## src/rtl/regfile_write_arbiter.sv

```systemverilog
// Two-source writeback arbiter for the register bank's single write port.
// Define REGARB_FIXED_PRIO_EN to make port B win every tie (no round-robin pointer).
module regfile_write_arbiter #(
   parameter int DATA_W = 32,
   parameter int ADDR_W = 5
) (
   input  logic                     clock,
   input  logic                     reset_n,
   input  logic                     flush,
   input  logic                     a_valid,
   input  logic [ADDR_W-1:0]        a_addr,
   input  logic [DATA_W-1:0]        a_data,
   output logic                     a_ready,
   input  logic                     b_valid,
   input  logic [ADDR_W-1:0]        b_addr,
   input  logic [DATA_W-1:0]        b_data,
   output logic                     b_ready,
   output logic                     wr_en,
   output logic [ADDR_W-1:0]        wr_addr,
   output logic [DATA_W-1:0]        wr_data,
   output logic [(1<<ADDR_W)-1:0]   pending
);

   localparam int unsigned NREG = 1 << ADDR_W;

   logic              hAValid, hBValid;
   logic [ADDR_W-1:0] hAAddr, hBAddr;
   logic [DATA_W-1:0] hAData, hBData;
   logic              grantA, grantB;
   logic              aLoad, bLoad;

`ifdef REGARB_FIXED_PRIO_EN
   always_comb begin
      grantB = hBValid;
      grantA = hAValid & ~hBValid;
   end
`else
   typedef enum logic {PREF_A, PREF_B} rrState_t;
   rrState_t rr;

   always_comb begin
      grantA = hAValid & (~hBValid | (rr == PREF_A));
      grantB = hBValid & (~hAValid | (rr == PREF_B));
   end

   always_ff @(posedge clock or negedge reset_n) begin
      if (!reset_n)    rr <= PREF_A;
      else if (flush)  rr <= PREF_A;
      else if (grantA) rr <= PREF_B;
      else if (grantB) rr <= PREF_A;
   end
`endif

   assign a_ready = ~hAValid | grantA;
   assign b_ready = ~hBValid | grantB;

   // Writes to register 0 complete the handshake but are dropped here.
   assign aLoad = a_valid & a_ready & (a_addr != '0);
   assign bLoad = b_valid & b_ready & (b_addr != '0);

   always_ff @(posedge clock or negedge reset_n) begin
      if (!reset_n) begin
         hAValid <= 1'b0;
         hAAddr  <= '0;
         hAData  <= '0;
      end else if (flush) begin
         hAValid <= 1'b0;
      end else if (aLoad) begin
         hAValid <= 1'b1;
         hAAddr  <= a_addr;
         hAData  <= a_data;
      end else if (grantA) begin
         hAValid <= 1'b0;
      end
   end

   always_ff @(posedge clock or negedge reset_n) begin
      if (!reset_n) begin
         hBValid <= 1'b0;
         hBAddr  <= '0;
         hBData  <= '0;
      end else if (flush) begin
         hBValid <= 1'b0;
      end else if (bLoad) begin
         hBValid <= 1'b1;
         hBAddr  <= b_addr;
         hBData  <= b_data;
      end else if (grantB) begin
         hBValid <= 1'b0;
      end
   end

   always_ff @(posedge clock or negedge reset_n) begin
      if (!reset_n) begin
         wr_en   <= 1'b0;
         wr_addr <= '0;
         wr_data <= '0;
      end else if (flush) begin
         wr_en <= 1'b0;
      end else if (grantA) begin
         wr_en   <= 1'b1;
         wr_addr <= hAAddr;
         wr_data <= hAData;
      end else if (grantB) begin
         wr_en   <= 1'b1;
         wr_addr <= hBAddr;
         wr_data <= hBData;
      end else begin
         wr_en <= 1'b0;
      end
   end

   always_comb begin
      pending = '0;
      for (int unsigned r = 1; r < NREG; r++) begin
         pending[r] = (hAValid & (hAAddr == ADDR_W'(r)))
                    | (hBValid & (hBAddr == ADDR_W'(r)))
                    | (wr_en   & (wr_addr == ADDR_W'(r)));
      end
   end

endmodule

```

## config.mk

```make
export PLATFORM = sky130hd
export DESIGN_NAME = regfile_write_arbiter
export DESIGN_NICKNAME = d
export VERILOG_FILES = /design/src/rtl/regfile_write_arbiter.sv
export SDC_FILE = /design/constraint.sdc
export NUM_CORES = 1
export LEC_CHECK = 0
export BUFFER_PORTS_ARGS = -buffer_cell sky130_fd_sc_hd__buf_4
export CELL_PAD_IN_SITES_DETAIL_PLACEMENT = 0
export CELL_PAD_IN_SITES_GLOBAL_PLACEMENT = 1
export CORE_MARGIN = 1.5
export CORE_UTILIZATION = 45
export DETAILED_ROUTE_END_ITERATION = 8
export PLACE_DENSITY = 0.91
export SYNTH_ARGS = -nofsm -noshare
export SYNTH_HDL_FRONTEND = slang
export SYNTH_SLANG_ARGS = --single-unit
```

## constraint.sdc

```tcl
create_clock -name clock -period 2.67 [get_ports clock]
set_input_delay 0.534 -clock clock [delete_from_list [all_inputs] [get_ports clock]]
set_output_delay 0.534 -clock clock [all_outputs]
set_load 0.005 [all_outputs]
```

## Word-level counts from Yosys, hierarchy flattened

Cells that the tools add are included.

| storage, ports and cells | value |
|---|---|
| logic and storage cells | 296 |
| input bits | 79 |
| output and inout bits | 72 |
| flip-flop bits (word level) | 115 |

| operators by class | value |
|---|---|
| bitwise logic cells | 169 |
| eq/ne operators | 93 |
| multiplexer cells | 15 |
| reduce and logical (&&, ||, !) cells | 9 |

Operator list:

| cell | count |
|---|---|
| $eq 5x5->1 const B | 48 |
| $eq 5x4->1 const B | 24 |
| $and 1x1->1 | 99 |
| $or 1x1->1 | 66 |
| $mux 32 | 2 |
| $eq 5x3->1 const B | 12 |
| $eq 5x2->1 const B | 6 |
| $eq 5x1->1 const B | 3 |
| $mux 1 | 11 |
| $mux 5 | 2 |
| $reduce_bool 5->1 | 2 |
| $reduce_bool 3->1 | 3 |
| $reduce_and 2->1 | 3 |
| $not 1->1 | 4 |
| $reduce_bool 2->1 | 1 |

## Longest topological paths before layout

Gate-level depths: netlist of the first run.

| logic depth | value |
|---|---|
| depth after elaboration | 8 |
| gate-level depth with buffers | 6 |
| depth with buffers taken out | 4 |

## Worst setup path after synthesis of the first run

Ideal clock, no wire load.

| timing path | value |
|---|---|
| path type | in2reg |
| from | input a_addr[0] |
| to | register hAAddr[0] |
| setup slack | 0.641 ns |
| stages | 6 |
| data arrival time | 1.903 ns |
| required time | 2.545 ns |
| library setup time | 0.125 ns |
| path through | or4_1 -> o21ai_1 -> or3b_1 -> buf_6 -> buf_12 -> mux2_4 |

| on the way | value |
|---|---|
| longest elaborated chain between the ends | 3 |

RTL lines:

| element | RTL line | RTL |
|---|---|---|
| start: declaration | 11 | `input logic [ADDR_W-1:0] a_addr,` |
| $reduce_bool 5->1 | 58 | `assign aLoad = a_valid & a_ready & (a_addr != '0);` |
| $and 1x1->1 | 58 |  |
| $reduce_and 2->1 (no source line) | -- |  |
| end signal: assignment | 70 | `hAAddr <= a_addr;` |
| end: declaration | 27 | `logic [ADDR_W-1:0] hAAddr, hBAddr;` |

Parallel ways exist; a longest one is shown, timed or not.
A chain may end at the register's enable or synchronous reset.

## Final worst setup path of the first run

| timing path | value |
|---|---|
| from | register wr_addr[4] |
| to | output pending[6] |

| on the way | value |
|---|---|
| longest elaborated chain between the ends | 3 |

RTL lines:

| element | RTL line | RTL |
|---|---|---|
| start: declaration | 19 | `output logic [ADDR_W-1:0] wr_addr,` |
| start signal: assignment | 102 | `wr_addr <= hAAddr;` |
| start signal: assignment | 106 | `wr_addr <= hBAddr;` |
| $eq 5x3->1 | 118 | `\| (wr_en & (wr_addr == ADDR_W'(r)));` |
| $and 1x1->1 | 118 |  |
| $or 1x1->1 | 118 |  |
| end: declaration | 21 | `output logic [(1<<ADDR_W)-1:0] pending` |

No other way between the ends.

==> impl_metrics.env, run 1 <==
export IMPL_fin_crit_ps=2520
export IMPL_final_cell_mix="buf_4 (163), dfrtp_1 (114), nand2_1 (93)"
export IMPL_critPathCapture="pending[6]"
export IMPL_vias=4361
export IMPL_initial_core_util_pct=45.8
export IMPL_drc_errors=0
export IMPL_pin_count=151
export IMPL_firstDrtPassIters=8
export IMPL_die_height_um=116
export IMPL_crit_path_start_kind="register"
export IMPL_row_count=41
export IMPL_power_leakage_uw=0.00377
export IMPL_grt_use_total_pct=22.5
export IMPL_grt_start_max_net_pins=72
export IMPL_finalHoldViolCount=0
export IMPL_crit_buf_inv=1
export IMPL_peakVddDrop_mv=0.413
export IMPL_yosys_warnings=0
export IMPL_n_antenna_cell=0
export IMPL_globalplace_congestion=0.929
export IMPL_critPathLaunch="wr_addr[4]"
export IMPL_multi_input_area_um2=2620
export IMPL_p_seq_share_pct=39.8
export IMPL_synth_top_cell_area_share_pct=50.2
export IMPL_die_w_um=116
export IMPL_fin_crit_sh_pct=94.2
export IMPL_rrSetupSlack_ps=670
export IMPL_synth_cell_types=34
export IMPL_crit_type="reg -> out"
export IMPL_avgSynthCellArea_um2=11.6
export IMPL_syn_inst=492
export IMPL_cts_max_path_buffers=2
export IMPL_insertion_delay_ps=420
export IMPL_grt_pass1_wl_mm=22.9
export IMPL_grt_setup_unrepaired="no"
export IMPL_reg2reg_depth=4
export IMPL_drv_cap=0
export IMPL_worstMarginPinSlew_ps=953
export IMPL_crit_path_top_delay_cell="nor3b_1"
export IMPL_routed_wl_mm=14.6
export IMPL_n_fill_cell=1071
export IMPL_slew_headroom_pct=36.3
export IMPL_power_internal_uw=4360
export IMPL_skew_ps=16.0
export IMPL_status="finished, final reports clean"
export IMPL_postLayoutCellArea_um2=7600
export IMPL_grt_pass1_vias=4429
export IMPL_portBuffers=149
export IMPL_cts_made_buffers=17
export IMPL_seq_area_frac_synth_pct=50.2
export IMPL_min_path_type="in -> async"
export IMPL_end_kind="output port"
export IMPL_path_clk_slew_ps=50
export IMPL_cp_top_family="simple AND/OR/NAND/NOR gates"
export IMPL_overflow=0
export IMPL_crit_required_ps=2140
export IMPL_p_total_uw=5880
export IMPL_final_antenna_net_count=0
export IMPL_syn_area_um2=5730
export IMPL_post_drt_wl_per_cell_um=17.6
export IMPL_dp_hpwl_mm=10.2
export IMPL_ff_latch_area_um2=2880
export IMPL_p_sw_share_pct=25.8
export IMPL_core_area_um2=12500
export IMPL_r2r_start="hBValid"
export IMPL_max_stage_delay_ps=490
export IMPL_max_freq_ghz=0.398
export IMPL_crit_path_max_fanout=6
export IMPL_clockPowerShare_pct=39.3
export IMPL_finalNetCount=723
export IMPL_setup_violations=0
export IMPL_cts_htree_levels=4
export IMPL_arrival_ps=1980
export IMPL_switchingPower_uw=1510
export IMPL_p_comb_share_pct=20.9
export IMPL_worstPathCellList="nand2b_1 > nor3b_1 > a22oi_1 > nand2_1 > buf_4"
export IMPL_drv_slew=0
export IMPL_cts_tree="built"
export IMPL_syn_to_final_growth_pct=32.8
export IMPL_clockRootBuffer="clkbuf_16"
export IMPL_layout_commonest_cell="buf_4"
export IMPL_synth_nets=571
export IMPL_r2r_end="hBData[29]"
export IMPL_place_area_um2=7000
export IMPL_drive_above_1_share_pct=41.7
export IMPL_power_density_nw_per_um2=773
export IMPL_worstSetupPathDepth=5
export IMPL_yosys_top_cells_area="dfrtp_1 (50%), mux2_4 (16%), mux2i_1 (6.5%)"
export IMPL_postCtsSetupRepairBufs=0
export IMPL_yosysTopAreaCell="dfrtp_1"
export IMPL_dieArea_um2=13400
export IMPL_viasPerCell=5.29
export IMPL_antenna_found_initial=0
export IMPL_tns_ps=0
export IMPL_hold_buffers=0
export IMPL_ys_seq_elements=115
export IMPL_cts_sinks=115
export IMPL_drt_iter0_drc=335
## layer usage
metal  routed length, µm  part of all wire [%]  track usage [%]  vias to the layer above
met2                7050                    48             36.9                      196
met4                 252                   1.7             9.11                        0
met5                   0                     0                0                        -
met1                6080                    42             27.6                     2118
li1                    -                     -                -                     2025
met3                1170                   8.1             7.17                       22
## worst register-to-register path: stages (launching register included)
cell	delay [ps]
dfrtp_1	510
nand3b_1	200
or3b_2	610
buf_12	230
mux2_4	340
## cell usage after synthesis
library cell  count
a211oi_1          1
a21boi_0          1
a21oi_1           2
a222oi_1          2
a22oi_1          21
a32oi_1           7
and2_1            1
and3_1            4
buf_1             2
buf_12            6
buf_2             3
buf_4             2
buf_6             2
clkbuf_1         18
conb_1            1
dfrtp_1         115
inv_1             3
mux2_2           14
mux2_4           60
mux2i_1          37
nand2_1          93
nand2b_1          5
nand3_1           9
nand3b_1          1
nor2_1           16
nor2b_1          12
nor3_1            6
nor3b_1           2
o21ai_0          37
o21ai_1           2
o21bai_1          1
o31ai_1           2
or3b_1            2
or4_1             2
## power groups by stage
stage	logic [µW]	clock network, µW	registers (µW)
after CTS	1230	2350	2340
after global routing	1340	2420	2380
after detailed placement	1230	0	2360
final	1230	2310	2340
after global placement	1190	0	2340
after floorplan	711	0	2270
## timing repair
action | 4_1_cts | 5_1_grt
gates resized for setup | 0 | 3
endpoints found under the hold margin | 0 | 0
endpoints found under the setup margin | 0 | 7
## stage by stage
stage / cells / utilization [%] / hold WS (ps) / setup slack [ps]
finish: 825 / 60.8 / 117 / 155
global route: 825 / 60.8 / 152 / 1.55
CTS: 825 / 60.7 / 139 / 121
detailed placement: 797 / 55.9 / 475 / 318
global placement: 797 / 55.9 / 466 / 348
floorplan: 492 / - / 238 / 641
## cell type report
cell class,count,area share [%]
clock buffers,22,6.10
flip-flops and latches,115,37.9
multi-input cells,341,34.5
well taps,172,2.83
inverters,3,0.148
clock inverters,6,1.71
repair buffers,166,16.9
## state kept, by name, summed over array words and instances, names as in the netlist
register	cells
hAData	32
hBData	32
wr_data	32
hAAddr	5
hBAddr	5
wr_addr	5
hAValid	1
hBValid	1
rr	1
wr_en	1
## worst min path at each step
| stage | end | depth (start not counted) | start |
|---|---|---|---|
| 2_1_floorplan | hAAddr[0] | 0 | reset_n |
| 3_3_place_gp | wr_data[14] | 2 | wr_data[14] |
| 3_5_place_dp | wr_data[8] | 2 | wr_data[8] |
| 4_1_cts | hAData[19] | 2 | reset_n |
| 5_1_grt | hAData[19] | 2 | reset_n |
| 6_report | hAData[20] | 2 | reset_n |
## cell families (layout without fill, tap and decap cells)
| group | count (synthesis) | in the layout | share of synthesized area [%] |
|---|---|---|---|
| compound gates | 76 | 76 | 8.41 |
| buf+inv | 36 | 197 | 4.52 |
| flops | 115 | 115 | 50.2 |
| mux | 111 | 111 | 24.9 |
| other cells | 1 | 1 | 0.0655 |
| simple gates | 153 | 153 | 11.8 |
No activity file was read; power rests on OpenSTA's default activity.
==> inputs of run 2 (changes only) <==
--- a/config.mk
+++ b/config.mk
@@ -11,7 +11,7 @@
 export CORE_MARGIN = 1.5
 export CORE_UTILIZATION = 45
 export DETAILED_ROUTE_END_ITERATION = 8
-export PLACE_DENSITY = 0.91
+export PLACE_DENSITY_LB_ADDON = 0.1
 export SYNTH_ARGS = -nofsm -noshare
 export SYNTH_HDL_FRONTEND = slang
 export SYNTH_SLANG_ARGS = --single-unit
==> impl_metrics.env, run 2 (synthesis gave the netlist of run 1 again) <==
export IMPL_peakVddDrop_mv=0.503
export IMPL_globalplace_congestion=0.870
export IMPL_crit_required_ps=2140
export IMPL_fin_crit_ps=2570
export IMPL_cts_tree="built"
export IMPL_wl_met3_um=944
export IMPL_place_area_um2=6980
export IMPL_initial_core_util_pct=45.8
export IMPL_core_area_um2=12500
export IMPL_status="finished, final reports clean"
export IMPL_tns_ps=0
export IMPL_n_antenna_cell=0
export IMPL_syn_to_final_growth_pct=32.1
export IMPL_crit_path_top_delay_cell="dfrtp_1"
export IMPL_min_path_type="in -> async"
export IMPL_finalNetCount=717
export IMPL_routed_wl_mm=14.0
export IMPL_drive_above_1_share_pct=41.8
export IMPL_grt_setup_unrepaired="no"
export IMPL_crit_path_start_kind="register"
export IMPL_post_drt_wl_per_cell_um=17.0
export IMPL_setup_violations=0
export IMPL_skew_ps=5.48
export IMPL_drv_cap=0
export IMPL_power_leakage_uw=0.00373
export IMPL_worstPathCellList="nor2b_1 > and3_1 > nand3_1 > nand2_1 > buf_4"
export IMPL_insertion_delay_ps=410
export IMPL_firstDrtPassIters=6
export IMPL_crit_type="reg -> out"
export IMPL_overflow=0
export IMPL_crit_buf_inv=1
export IMPL_cts_htree_levels=4
export IMPL_vias=4271
export IMPL_hold_buffers=0
export IMPL_cp_top_family="simple AND/OR/NAND/NOR gates"
export IMPL_drt_met1_wl_mm=5.79
export IMPL_finalHoldViolCount=0
export IMPL_die_height_um=116
export IMPL_hold_ws_ps=186
export IMPL_max_stage_delay_ps=530
export IMPL_pin_count=151
export IMPL_slew_headroom_pct=39.9
export IMPL_fin_crit_sh_pct=96.3
export IMPL_final_cell_mix="buf_4 (155), dfrtp_1 (114), nand2_1 (93)"
export IMPL_row_count=41
export IMPL_grt_pass1_vias=4286
export IMPL_portBuffers=149
export IMPL_cts_max_path_buffers=2
export IMPL_grt_use_total_pct=21.6
export IMPL_drv_slew=0
export IMPL_postLayoutCellArea_um2=7570
export IMPL_path_clk_slew_ps=60
export IMPL_dpl_worst_slack_ps=253
export IMPL_cts_made_buffers=17
export IMPL_dieArea_um2=13400
export IMPL_grt_start_max_net_pins=116
export IMPL_n_fill_cell=1060
export IMPL_arrival_ps=2040
export IMPL_crit_path_max_fanout=10
export IMPL_antenna_found_initial=0
export IMPL_worstMarginPinSlew_ps=899
export IMPL_clockRootBuffer="clkbuf_16"
export IMPL_final_antenna_net_count=0
export IMPL_highest_layer="met4"
export IMPL_viasPerCell=5.19
export IMPL_cts_sinks=115
export IMPL_die_w_um=116
export IMPL_drc_errors=0
export IMPL_wl_met2_mm=7.07
export IMPL_end_kind="output port"
export IMPL_top_regs="hAData: 32 flops, hBData: 32 flops, wr_data: 32 flops"
export IMPL_grt_pass1_wl_mm=22.0
export IMPL_drt_iter0_drc=361
export IMPL_dp_hpwl_mm=9.64
export IMPL_postCtsSetupRepairBufs=0
export IMPL_power_density_nw_per_um2=754
export IMPL_max_freq_ghz=0.389
export IMPL_fin_ws_ps=98.0
export IMPL_layout_commonest_cell="buf_4"
-- run 2: cell types whose count changed in the layout (fill, tap and decap cells not counted), sizes merged --
| cell | change |
|---|---|
| clkinvlp | +6 |
| bufinv | -2 |
| clkbuf | -4 |
| buf | -6 |
| clkinv | +4 |
-- run 2: report_power, final --
| part | internal (µW) | switching, µW | leakage [µW] |
|---|---|---|---|
| combinational | 689 | 501 | 0.00208 |
| sequential | 2070 | 260 | 0.00138 |
| clock | 1380 | 797 | 0.000269 |
| total | 4150 | 1560 | 0.00373 |
-- run 2: repair_timing --
| item | 4_1_cts | 5_1_grt |
|---|---|---|
| resized for setup | 0 | 2 |
| setup endpoints to repair | 0 | 4 |
| hold endpoints to repair | 0 | 0 |
-- run 2: per-stage QoR --
stage                     util, %  total power (µW)  std cells
after floorplan                 -              2980        492
after global placement       55.8              3520        791
after detailed placement     55.8              3550        791
after CTS                    60.4              5760        823
after global routing         60.4              5980        823
final                        60.4              5710        823
-- run 2: worst paths after layout --
path	from	end	slack, ps	depth (start not counted)
min in group clock	flush	hAValid	320	2
worst min-delay path	reset_n	wr_data[29]	190	2
worst min register to register	wr_data[28]	wr_data[28]	480	2
worst max-delay path	wr_addr[1]	pending[30]	100	5
max in group asynchronous	reset_n	hBAddr[3]	1970	2
worst max register to register	hBValid	hBData[18]	630	4
-- run 2: area by class of cell --
type / instances / area, µm² / area share (%)
clock buffers: 18 / 439 / 5.80
flip-flops and latches: 115 / 2880 / 38.1
repair buffers: 160 / 1260 / 16.7
inverters: 3 / 11.3 / 0.149
multi-input cells: 341 / 2620 / 34.6
clock inverters: 14 / 139 / 1.84
well taps: 172 / 215 / 2.84
-- run 2: per-layer routing --
| metal | up-vias | GRT usage (%) |
|---|---|---|
| li1 | 2018 | - |
| met1 | 2059 | 26.4 |
| met5 | - | 0 |
| met2 | 173 | 36.0 |
| met3 | 21 | 7.11 |
| met4 | 0 | 7.72 |
==> inputs of run 3 (changes only) <==
==> constraint.sdc (replaced) <==
create_clock -name clock -period 3 [get_ports clock]
set_input_delay 0.6 -clock clock [delete_from_list [all_inputs] [get_ports clock]]
set_output_delay 0.6 -clock clock [all_outputs]
set_load 0.005 [all_outputs]
==> impl_metrics.env, run 3 (synthesis gave the netlist of run 1 again) <==
export IMPL_highest_layer="met4"
export IMPL_grt_pass1_wl_mm=21.8
export IMPL_top_regs="hAData: 32 flops, hBData: 32 flops, wr_data: 32 flops"
export IMPL_rrSetupSlack_ps=960
export IMPL_cts_htree_levels=4
export IMPL_critPathLaunch="wr_addr[3]"
export IMPL_globalplace_congestion=0.847
export IMPL_crit_type="reg -> out"
export IMPL_r2r_end="hBData[0]"
export IMPL_r2r_start="hBValid"
export IMPL_stdcell_count=821
export IMPL_insertion_delay_ps=410
export IMPL_crit_required_ps=2400
export IMPL_crit_path_top_delay_cell="dfrtp_1"
export IMPL_drt_met1_wl_mm=5.78
export IMPL_cts_made_buffers=17
export IMPL_setup_violations=0
export IMPL_worstPathCellList="nor2b_1 > nor2b_1 > a222oi_1 > inv_1 > buf_4"
export IMPL_final_antenna_net_count=0
export IMPL_cp_top_family="simple AND/OR/NAND/NOR gates"
export IMPL_final_cell_mix="buf_4 (152), dfrtp_1 (115), nand2_1 (93)"
export IMPL_hold_buffers=0
export IMPL_worstMarginPinSlew_ps=969
export IMPL_grt_setup_unrepaired="no"
export IMPL_drv_cap=0
export IMPL_cts_max_path_buffers=2
export IMPL_fin_crit_sh_pct=88.0
export IMPL_slew_headroom_pct=35.2
export IMPL_clockRootBuffer="clkbuf_16"
export IMPL_fin_crit_ps=2640
export IMPL_crit_path_start_kind="register"
export IMPL_placed_cells_incl_taps=789
export IMPL_crit_buf_inv=2
export IMPL_wl_met2_mm=6.86
export IMPL_finalNetCount=715
export IMPL_die_height_um=116
export IMPL_vias=4232
export IMPL_critPathMostFrequentCell="nor2b_1"
export IMPL_power_density_nw_per_um2=699
export IMPL_layout_commonest_cell="buf_4"
export IMPL_n_antenna_cell=0
export IMPL_wl_met3_um=934
export IMPL_drc_errors=0
export IMPL_post_drt_wl_per_cell_um=16.8
export IMPL_overflow=0
export IMPL_pin_count=151
export IMPL_antenna_found_initial=0
export IMPL_skew_ps=13.6
export IMPL_core_area_um2=12500
export IMPL_n_fill_cell=1082
export IMPL_reg2reg_depth=4
export IMPL_max_freq_ghz=0.379
export IMPL_dp_hpwl_mm=9.64
export IMPL_grt_pass1_vias=4181
export IMPL_cts_sinks=115
export IMPL_routed_wl_mm=13.8
export IMPL_drv_slew=0
export IMPL_grt_start_max_net_pins=51
export IMPL_cts_resized=0
export IMPL_postLayoutCoreUtil_pct=61.0
export IMPL_syn_to_final_growth_pct=33.2
export IMPL_drive_above_1_share_pct=41.1
export IMPL_postCtsSetupRepairBufs=0
export IMPL_min_path_type="in -> async"
export IMPL_max_stage_delay_ps=600
export IMPL_crit_path_max_fanout=11
export IMPL_dieArea_um2=13400
export IMPL_drt_iter0_drc=247
export IMPL_viasPerCell=5.15
export IMPL_die_w_um=116
export IMPL_path_clk_slew_ps=60
export IMPL_power_leakage_uw=0.00376
export IMPL_row_count=41
export IMPL_dpl_worst_slack_ps=546
export IMPL_initial_core_util_pct=45.8
export IMPL_status="finished, final reports clean"
export IMPL_fin_ws_ps=359
export IMPL_arrival_ps=2040
export IMPL_tns_ps=0
export IMPL_grt_use_total_pct=21.3
export IMPL_finalHoldViolCount=0
export IMPL_firstDrtPassIters=4
export IMPL_peakVddDrop_mv=0.443
export IMPL_portBuffers=149
export IMPL_end_kind="output port"
export IMPL_cts_tree="built"
==> run 3: cell types whose count changed in the layout (fill, tap and decap cells not counted), sizes merged <==
cell / delta
buf: -2
clkbuf: +1
bufinv: +3
clkinvlp: -2
clkinv: -2
==> run 3: layout make-up <==
type	count	area (µm²)	share of cell area [%]
well taps	172	215	2.82
repair buffers	158	1260	16.5
flip-flops and latches	115	2880	37.7
multi-input cells	341	2610	34.3
clock buffers	19	443	5.81
clock inverters	13	208	2.72
inverters	3	11.3	0.148
==> run 3: per-layer routing <==
| layer | global-route usage [%] | vias up |
|---|---|---|
| met1 | 27.3 | 2053 |
| met3 | 5.86 | 17 |
| met4 | 8.94 | 0 |
| met5 | 0 | - |
| li1 | - | 2022 |
| met2 | 34.2 | 140 |
==> run 3: worst max-delay path by stage <==
stage                  endpoint  slack (ps)  depth (start not counted)
floorplan             hAAddr[0]         910                          6
global route         pending[7]         160                          5
CTS                 pending[29]         380                          5
detailed placement    hBData[4]         550                          6
global placement      hBData[3]         580                          6
finish               pending[8]         360                          5
==> run 3: through the flow <==
step | total power [µW] | hold WS (ps) | instance area, µm²
6_report | 5330 | 215 | 7630
4_1_cts | 5380 | 233 | 7630
2_1_floorplan | 2650 | 304 | 5730
3_3_place_gp | 3120 | 464 | 6980
5_1_grt | 5580 | 249 | 7630
3_5_place_dp | 3160 | 473 | 6980
==> run 3: report_power, final <==
part | internal, µW | switching [µW] | leakage [µW]
Sequential | 1850 | 236 | 0.00138
Clock | 1490 | 714 | 0.000305
Combinational | 609 | 434 | 0.00207
Total | 3950 | 1380 | 0.00376
